File: src/rtl/condicionador_botoes_pkg.sv
// condicionador_botoes_pkg
// Shared definitions for the button-conditioning stage of the memory game:
// press-FSM state codes (also shown on the 7-segment debug display), the
// default debounce length and small helpers that classify a button vector.
// No ports (package).
package condicionador_botoes_pkg;

  // 50000 cycles is 1 ms at 50 MHz, long enough to outlast contact bounce.
  localparam int DEBOUNCE_CICLOS_PADRAO = 50000;

  // The state code doubles as the debug display value, so it is 4 bits wide.
  typedef enum logic [3:0] {
    ESPERA         = 4'h0,
    REGISTRA       = 4'h1,
    AGUARDA_SOLTAR = 4'h2,
    INVALIDA       = 4'h3
  } estado_t;

  // True when exactly one button is pressed.
  // v & (v - 1) clears the lowest set bit; a zero result means at most one bit.
  function automatic logic eh_um_quente(input logic [3:0] v);
    return (v != 4'b0000) && ((v & (v - 4'd1)) == 4'b0000);
  endfunction

  // True when two or more buttons are pressed.
  function automatic logic eh_multiplo(input logic [3:0] v);
    return (v & (v - 4'd1)) != 4'b0000;
  endfunction

endpackage

File: src/rtl/condicionador_botoes_if.sv
// condicionador_botoes_if
// Bundles the raw button inputs and the conditioned outputs that go to the
// memory-game top level.
//   master : the conditioner (reads raw buttons, drives conditioned outputs)
//   slave  : the board/top-level side (drives raw buttons, reads outputs)
// Signals:
//   botoes_brutos [3:0] raw asynchronous game buttons, active-high
//   jogar_bruto         raw asynchronous start button, active-high
//   botoes        [3:0] debounced button levels
//   jogada              one-cycle strobe per valid single-button press
//   jogada_valor  [3:0] one-hot value of the last registered press
//   jogar_pulso         one-cycle strobe on debounced rising edge of jogar
//   multiplo            high while the current press has several buttons
//   db_estado     [3:0] press-FSM state code for the debug display
interface condicionador_botoes_if;
  logic [3:0] botoes_brutos;
  logic       jogar_bruto;
  logic [3:0] botoes;
  logic       jogada;
  logic [3:0] jogada_valor;
  logic       jogar_pulso;
  logic       multiplo;
  logic [3:0] db_estado;

  modport master (
    input  botoes_brutos, jogar_bruto,
    output botoes, jogada, jogada_valor, jogar_pulso, multiplo, db_estado
  );

  modport slave (
    output botoes_brutos, jogar_bruto,
    input  botoes, jogada, jogada_valor, jogar_pulso, multiplo, db_estado
  );
endinterface

File: src/rtl/condicionador_botoes_debouncer.sv
// debouncer
// Single-bit two-flop synchronizer followed by a counting debounce filter.
// The filtered level only follows the synchronized input after it has
// disagreed for DEBOUNCE_CICLOS consecutive cycles; one cycle of agreement
// restarts the count.
// Ports:
//   clock    system clock, rising edge
//   reset    synchronous, active-high; clears synchronizer, counter, output
//   bruto    raw asynchronous input
//   filtrado debounced level
module debouncer
  import condicionador_botoes_pkg::*;
#(
  parameter int DEBOUNCE_CICLOS = DEBOUNCE_CICLOS_PADRAO
) (
  input  logic clock,
  input  logic reset,
  input  logic bruto,
  output logic filtrado
);

  localparam int                 LARGURA = $clog2(DEBOUNCE_CICLOS + 1);
  localparam logic [LARGURA-1:0] LIMITE  = LARGURA'(DEBOUNCE_CICLOS - 1);

  logic               sync1;
  logic               sync2;
  logic [LARGURA-1:0] contador;

  // Only sync2 is used by the filter; sync1 exists to absorb metastability.
  // The counter reaching LIMITE means this is the DEBOUNCE_CICLOS-th cycle
  // of disagreement, so the filtered level is updated on this edge.
  always_ff @(posedge clock) begin
    if (reset) begin
      sync1    <= 1'b0;
      sync2    <= 1'b0;
      contador <= '0;
      filtrado <= 1'b0;
    end else begin
      sync1 <= bruto;
      sync2 <= sync1;
      if (sync2 == filtrado) begin
        contador <= '0;
      end else if (contador == LIMITE) begin
        filtrado <= sync2;
        contador <= '0;
      end else begin
        contador <= contador + LARGURA'(1);
      end
    end
  end

endmodule

File: src/rtl/condicionador_botoes.sv
// condicionador_botoes
// Input-conditioning stage between the board push-buttons and the
// memory-game top level. Debounces the four game buttons and the start
// button, turns each valid single-button press into a one-cycle jogada
// strobe with a latched one-hot value, flags multi-button presses, and turns
// the start button into a one-cycle jogar_pulso.
// Ports:
//   clock  system clock, rising edge
//   reset  synchronous, active-high; clears every flop
//   bus    condicionador_botoes_if.master (raw inputs in, conditioned out)
module condicionador_botoes
  import condicionador_botoes_pkg::*;
#(
  parameter int DEBOUNCE_CICLOS = DEBOUNCE_CICLOS_PADRAO
) (
  input  logic                         clock,
  input  logic                         reset,
  condicionador_botoes_if.master       bus
);

  logic [3:0] botoes_filtrados;
  logic       jogar_filtrado;
  logic       jogar_anterior;
  logic       jogar_pulso_r;

  estado_t    estado;
  logic       jogada_r;
  logic [3:0] jogada_valor_r;
  logic       multiplo_r;

  // One debouncer per game button plus one for the start button.
  for (genvar i = 0; i < 4; i++) begin : g_debounce_botoes
    debouncer #(
      .DEBOUNCE_CICLOS (DEBOUNCE_CICLOS)
    ) u_debouncer (
      .clock    (clock),
      .reset    (reset),
      .bruto    (bus.botoes_brutos[i]),
      .filtrado (botoes_filtrados[i])
    );
  end

  debouncer #(
    .DEBOUNCE_CICLOS (DEBOUNCE_CICLOS)
  ) u_debouncer_jogar (
    .clock    (clock),
    .reset    (reset),
    .bruto    (bus.jogar_bruto),
    .filtrado (jogar_filtrado)
  );

  // Registered rising-edge detector on the debounced start button.
  always_ff @(posedge clock) begin
    if (reset) begin
      jogar_anterior <= 1'b0;
      jogar_pulso_r  <= 1'b0;
    end else begin
      jogar_anterior <= jogar_filtrado;
      jogar_pulso_r  <= jogar_filtrado & ~jogar_anterior;
    end
  end

  // Press FSM with registered Moore outputs. A press is classified only on
  // the cycle it leaves ESPERA; buttons added afterwards never change the
  // classification, and the FSM waits for an all-zero level before it can
  // accept another press, so one physical press gives at most one strobe.
  always_ff @(posedge clock) begin
    if (reset) begin
      estado         <= ESPERA;
      jogada_r       <= 1'b0;
      jogada_valor_r <= 4'b0000;
      multiplo_r     <= 1'b0;
    end else begin
      jogada_r <= 1'b0;
      case (estado)
        ESPERA: begin
          if (eh_um_quente(botoes_filtrados)) begin
            estado         <= REGISTRA;
            jogada_r       <= 1'b1;
            jogada_valor_r <= botoes_filtrados;
          end else if (eh_multiplo(botoes_filtrados)) begin
            estado     <= INVALIDA;
            multiplo_r <= 1'b1;
          end
        end
        REGISTRA: begin
          estado <= AGUARDA_SOLTAR;
        end
        AGUARDA_SOLTAR: begin
          if (botoes_filtrados == 4'b0000) begin
            estado <= ESPERA;
          end
        end
        INVALIDA: begin
          if (botoes_filtrados == 4'b0000) begin
            estado     <= ESPERA;
            multiplo_r <= 1'b0;
          end
        end
        default: begin
          estado     <= ESPERA;
          multiplo_r <= 1'b0;
        end
      endcase
    end
  end

  assign bus.botoes       = botoes_filtrados;
  assign bus.jogada       = jogada_r;
  assign bus.jogada_valor = jogada_valor_r;
  assign bus.jogar_pulso  = jogar_pulso_r;
  assign bus.multiplo     = multiplo_r;
  assign bus.db_estado    = estado;

endmodule

File: src/flat_wrapper.sv
// flat-port wrapper written by rule: the top's interface ports become plain ports
module condicionador_botoes_flat import condicionador_botoes_pkg::*;
#(
  parameter int DEBOUNCE_CICLOS = DEBOUNCE_CICLOS_PADRAO
)
  (clock, reset, bus_botoes_brutos, bus_jogar_bruto, bus_botoes, bus_jogada, bus_jogada_valor, bus_jogar_pulso, bus_multiplo, bus_db_estado);
  condicionador_botoes_if bus_i ();
  input  logic clock;
  input  logic reset;
  input wire logic [$bits(bus_i.botoes_brutos)-1:0] bus_botoes_brutos;
  input wire logic [$bits(bus_i.jogar_bruto)-1:0] bus_jogar_bruto;
  output wire logic [$bits(bus_i.botoes)-1:0] bus_botoes;
  output wire logic [$bits(bus_i.jogada)-1:0] bus_jogada;
  output wire logic [$bits(bus_i.jogada_valor)-1:0] bus_jogada_valor;
  output wire logic [$bits(bus_i.jogar_pulso)-1:0] bus_jogar_pulso;
  output wire logic [$bits(bus_i.multiplo)-1:0] bus_multiplo;
  output wire logic [$bits(bus_i.db_estado)-1:0] bus_db_estado;
  assign bus_i.botoes_brutos = bus_botoes_brutos;
  assign bus_i.jogar_bruto = bus_jogar_bruto;
  assign bus_botoes = bus_i.botoes;
  assign bus_jogada = bus_i.jogada;
  assign bus_jogada_valor = bus_i.jogada_valor;
  assign bus_jogar_pulso = bus_i.jogar_pulso;
  assign bus_multiplo = bus_i.multiplo;
  assign bus_db_estado = bus_i.db_estado;
  condicionador_botoes #(.DEBOUNCE_CICLOS(DEBOUNCE_CICLOS)) u_core (.clock(clock), .reset(reset), .bus(bus_i));
endmodule
File: config.mk
export PLATFORM = sky130hd
export DESIGN_NAME = condicionador_botoes_flat
export DESIGN_NICKNAME = d
export VERILOG_FILES = /design/src/rtl/condicionador_botoes_pkg.sv /design/src/rtl/condicionador_botoes_if.sv /design/src/rtl/condicionador_botoes_debouncer.sv /design/src/rtl/condicionador_botoes.sv /design/src/flat_wrapper.sv
export SDC_FILE = /design/constraint.sdc
export NUM_CORES = 1
export LEC_CHECK = 0
export BUFFER_PORTS_ARGS = -buffer_cell sky130_fd_sc_hd__buf_2
export CAP_MARGIN = 40
export CORE_ASPECT_RATIO = 0.5
export CORE_MARGIN = 2
export CORE_UTILIZATION = 45
export CTS_BUF_LIST = sky130_fd_sc_hd__clkbuf_8
export DETAILED_ROUTE_END_ITERATION = 8
export GPL_ROUTABILITY_DRIVEN = 0
export PLACE_DENSITY_LB_ADDON = 0.1
export SYNTH_ARGS = -nofsm -noshare
export SYNTH_HDL_FRONTEND = slang
export SYNTH_HIERARCHICAL = 1
export SYNTH_SLANG_ARGS = --single-unit
File: constraint.sdc
create_clock -name clock -period 1.9 [get_ports clock]
set_input_delay 0 -clock clock [delete_from_list [all_inputs] [get_ports clock]]
set_output_delay 0 -clock clock [all_outputs]
set_load 0.02 [all_outputs]
==> impl_metrics.env <==
export IMPL_status="completed"
export IMPL_worst_slack_ps=280
export IMPL_crit_buf_inv=0
export IMPL_die_w_um=152
export IMPL_yosys_area_top_type_share_pct=42.8
export IMPL_clock_skew_ps=10.5
export IMPL_grt_pass1_wl_mm=15.0
export IMPL_max_stage_delay_ps=390
export IMPL_yosysSeqAreaShare_pct=42.8
export IMPL_diodes=0
export IMPL_crit_required_ps=2150
export IMPL_synth_top_flop_cell="dfxtp_1"
export IMPL_max_cap_viol_count=0
export IMPL_pre_cts_ws_ps=302
export IMPL_critPathKind="reg2reg"
export IMPL_wl_met2_mm=3.53
export IMPL_utilization_pct=51.7
export IMPL_avgViaCountPerCell=4.91
export IMPL_rows=26
export IMPL_num_vias=3410
export IMPL_yosysWarnings=6
export IMPL_htree_levels=3
export IMPL_clk_latency_ps=370
export IMPL_arrival_ps=1870
export IMPL_route_detailed_drc=0
export IMPL_drt_met1_wl_mm=4.53
export IMPL_grt_setup_unrepaired="no"
export IMPL_wl_per_cell_um=12.1
export IMPL_antenna_found_initial=0
export IMPL_final_max_slew_viol_count=0
export IMPL_first_pass_iters=4
export IMPL_synth_top_cell_by_area="dfxtp_1"
export IMPL_tns_ps=0
export IMPL_gr_total_overflow=0
export IMPL_core_area_sq_um=10400
export IMPL_layout_nets=565
export IMPL_timing_final_crit_share_pct=85.2
export IMPL_clk_pin_slew_worst_paths_ps=110
export IMPL_fmax_mhz=617
export IMPL_dr_wl_met3_um=242
export IMPL_finalSetupViolations=0
export IMPL_end_kind="flop"
export IMPL_ys_types=47
export IMPL_cts_root_buf="clkbuf_8"
export IMPL_cts_tree="done"
export IMPL_numPortBuffers=19
export IMPL_die_area_sq_um=11800
export IMPL_syn_area_per_cell_sq_um=9.49
export IMPL_ant_nets=0
export IMPL_fillers=974
export IMPL_syn_inst=518
export IMPL_min_delay_path_class="in2reg"
export IMPL_hold_viol=0
export IMPL_crit_chain="ha_1, nand3_1, nand4b_1, nand2_2, nor2_1"
export IMPL_async_reset_ff_share_pct=0
export IMPL_synth_edf_count=0
export IMPL_leakage_nw=1.80
export IMPL_p_per_area_nw_per_um2=737
export IMPL_io_pins=22
export IMPL_die_h_um=77.9
export IMPL_period_minus_slack_ps=1620
export IMPL_cts_made_buffers=9
export IMPL_grtUsageTotal_pct=15.8
export IMPL_wl_mm=8.37
export IMPL_reg2reg_slack_ps=280
export IMPL_clk_path_buf_depth=2
export IMPL_power_mw=3.97
export IMPL_cp_slowest_cell="dfxtp_1"
export IMPL_first_global_vias=3270
export IMPL_cp_start_kind="flop"
export IMPL_initial_core_util_pct=47.2
export IMPL_ys_ff_latch=105
export IMPL_post_cts_buffers=0
export IMPL_drt_iter0_drc=96
export IMPL_routed_top_layer="met4"
export IMPL_area_growth_pct=9.60
export IMPL_syn_area_sq_um=4910
export IMPL_drive_above_1_share_pct=17.0
export IMPL_worst_path_max_fanout=15
export IMPL_ys_top_cells_by_area="dfxtp_1 (43%), xnor2_1 (12%), nor2_1 (7.7%)"
export IMPL_vdd_ir_drop_max_mv=0.412
export IMPL_cp_top_family="simple AND/OR/NAND/NOR gates"
export IMPL_cts_sinks=105
export IMPL_place_hpwl_mm=5.63
export IMPL_grt_max_degree=23
## routing by layer
metal	vias to the layer above	track usage, %
li1	1821	-
met5	-	0
met1	1556	21.1
met2	24	25.3
met3	9	4.41
met4	0	3.61
## placed cells by master, fill, tap and decap left out, types with 4 or more instances in the layout
| master | n |
|---|---|
| dfxtp_1 | 105 |
| nor2_1 | 101 |
| xnor2_1 | 70 |
| nand3_1 | 28 |
| nor3_1 | 24 |
| inv_1 | 21 |
| buf_2 | 19 |
| nand2_1 | 16 |
| nor2b_1 | 13 |
| buf_4 | 10 |
| nor4bb_1 | 10 |
| nor4_2 | 10 |
| nor2_2 | 10 |
| clkbuf_8 | 9 |
| ha_1 | 9 |
| xor2_1 | 6 |
| nor4b_1 | 6 |
| dlygate4sd3_1 | 5 |
| nand4b_1 | 5 |
| and3_2 | 5 |
| nand2_2 | 5 |
| nand4_4 | 5 |
| nand4_2 | 5 |
| nand4_1 | 5 |
| mux2i_1 | 5 |
| nor4_4 | 5 |
| o21a_1 | 4 |
| a21oi_1 | 4 |
## worst paths after layout
kind / start / to / depth (start not counted)
worst max-delay path: flop / flop / 5
worst min-delay path: reset / flop / 2
worst max register to register: flop / flop / 5
worst min register to register: u_core/jogar_anterior$_SDFF_PP0_ / u_core/bus.jogar_pulso$_SDFF_PP0_ / 1
## per-stage QoR
stage	std cells	hold slack, ps	cell area [sq um]
6_report	694	55.8	5390
5_1_grt	694	77.4	5390
4_1_cts	694	50.9	5390
3_5_place_dp	673	218	5150
3_3_place_gp	673	210	5150
2_1_floorplan	519	71.6	4920
## cell usage after synthesis (all sizes together), types with 6 or more instances
| cell type | n |
|---|---|
| buf | 12 |
| dfxtp | 105 |
| ha | 9 |
| inv | 21 |
| nand2 | 21 |
| nand3 | 28 |
| nand4 | 15 |
| nor2 | 111 |
| nor2b | 13 |
| nor3 | 24 |
| nor4 | 16 |
| nor4b | 6 |
| nor4bb | 10 |
| xnor2 | 70 |
| xor2 | 6 |
## cells by family (layout without fill, tap and decap cells)
family	count (synthesis)	after routing	share of synthesized area (%)
XOR/XNOR	76	76	13.5
multiplexers	5	5	1.02
AO/OA/AOI/OAI	26	26	4.00
buffers and inverters	36	71	3.89
adder cells (fa/ha/maj)	10	10	2.49
flip-flops	105	105	42.8
other	1	2	0.0763
AND/OR/NAND/NOR	259	259	32.2
## layout make-up
class                      count  area, sq um  share of cell area (%)
clock buffer                   9          124                    2.30
clock inverter                 7         61.3                    1.14
inverter                      21         78.8                    1.46
multi-input combinational    378         2630                    48.7
sequential                   105         2100                    39.0
tap                          140          175                    3.25
timing repair buffer          34          220                    4.09
## worst register-to-register path, cell delays in order, from the launching register on
cell	delay (ps)
dfxtp_1	390
ha_1	200
nand3_1	180
nand4b_1	320
nand2_2	320
nor2_1	90
## sequential cells by signal (all words and copies together), names as in the netlist, 2 cells and up
register	flops
u_core/g_debounce_botoes.u_debouncer/contador	64
u_core/u_debouncer_jogar/contador	16
u_core/bus.jogada_valor	4
u_core/g_debounce_botoes.u_debouncer/filtrado	4
u_core/g_debounce_botoes.u_debouncer/sync1	4
u_core/g_debounce_botoes.u_debouncer/sync2	4
u_core/bus.db_estado	2
## where the power goes
| part | internal, mW | total (mW) | leakage, nW | switching (mW) |
|---|---|---|---|---|
| registers | 2.23 | 2.26 | 0.848 | 0.0266 |
| clock network | 0.500 | 1.32 | 0.0884 | 0.819 |
| logic | 0.160 | 0.390 | 0.863 | 0.230 |
| total | 2.89 | 3.97 | 1.80 | 1.08 |
## what timing repair did
action	in CTS	in global routing
gates resized for setup	0	0
endpoints found under the hold margin	5	0
setup endpoints to repair	0	0
hold buffers	5	0
Power figures use the tool's default switching activity.
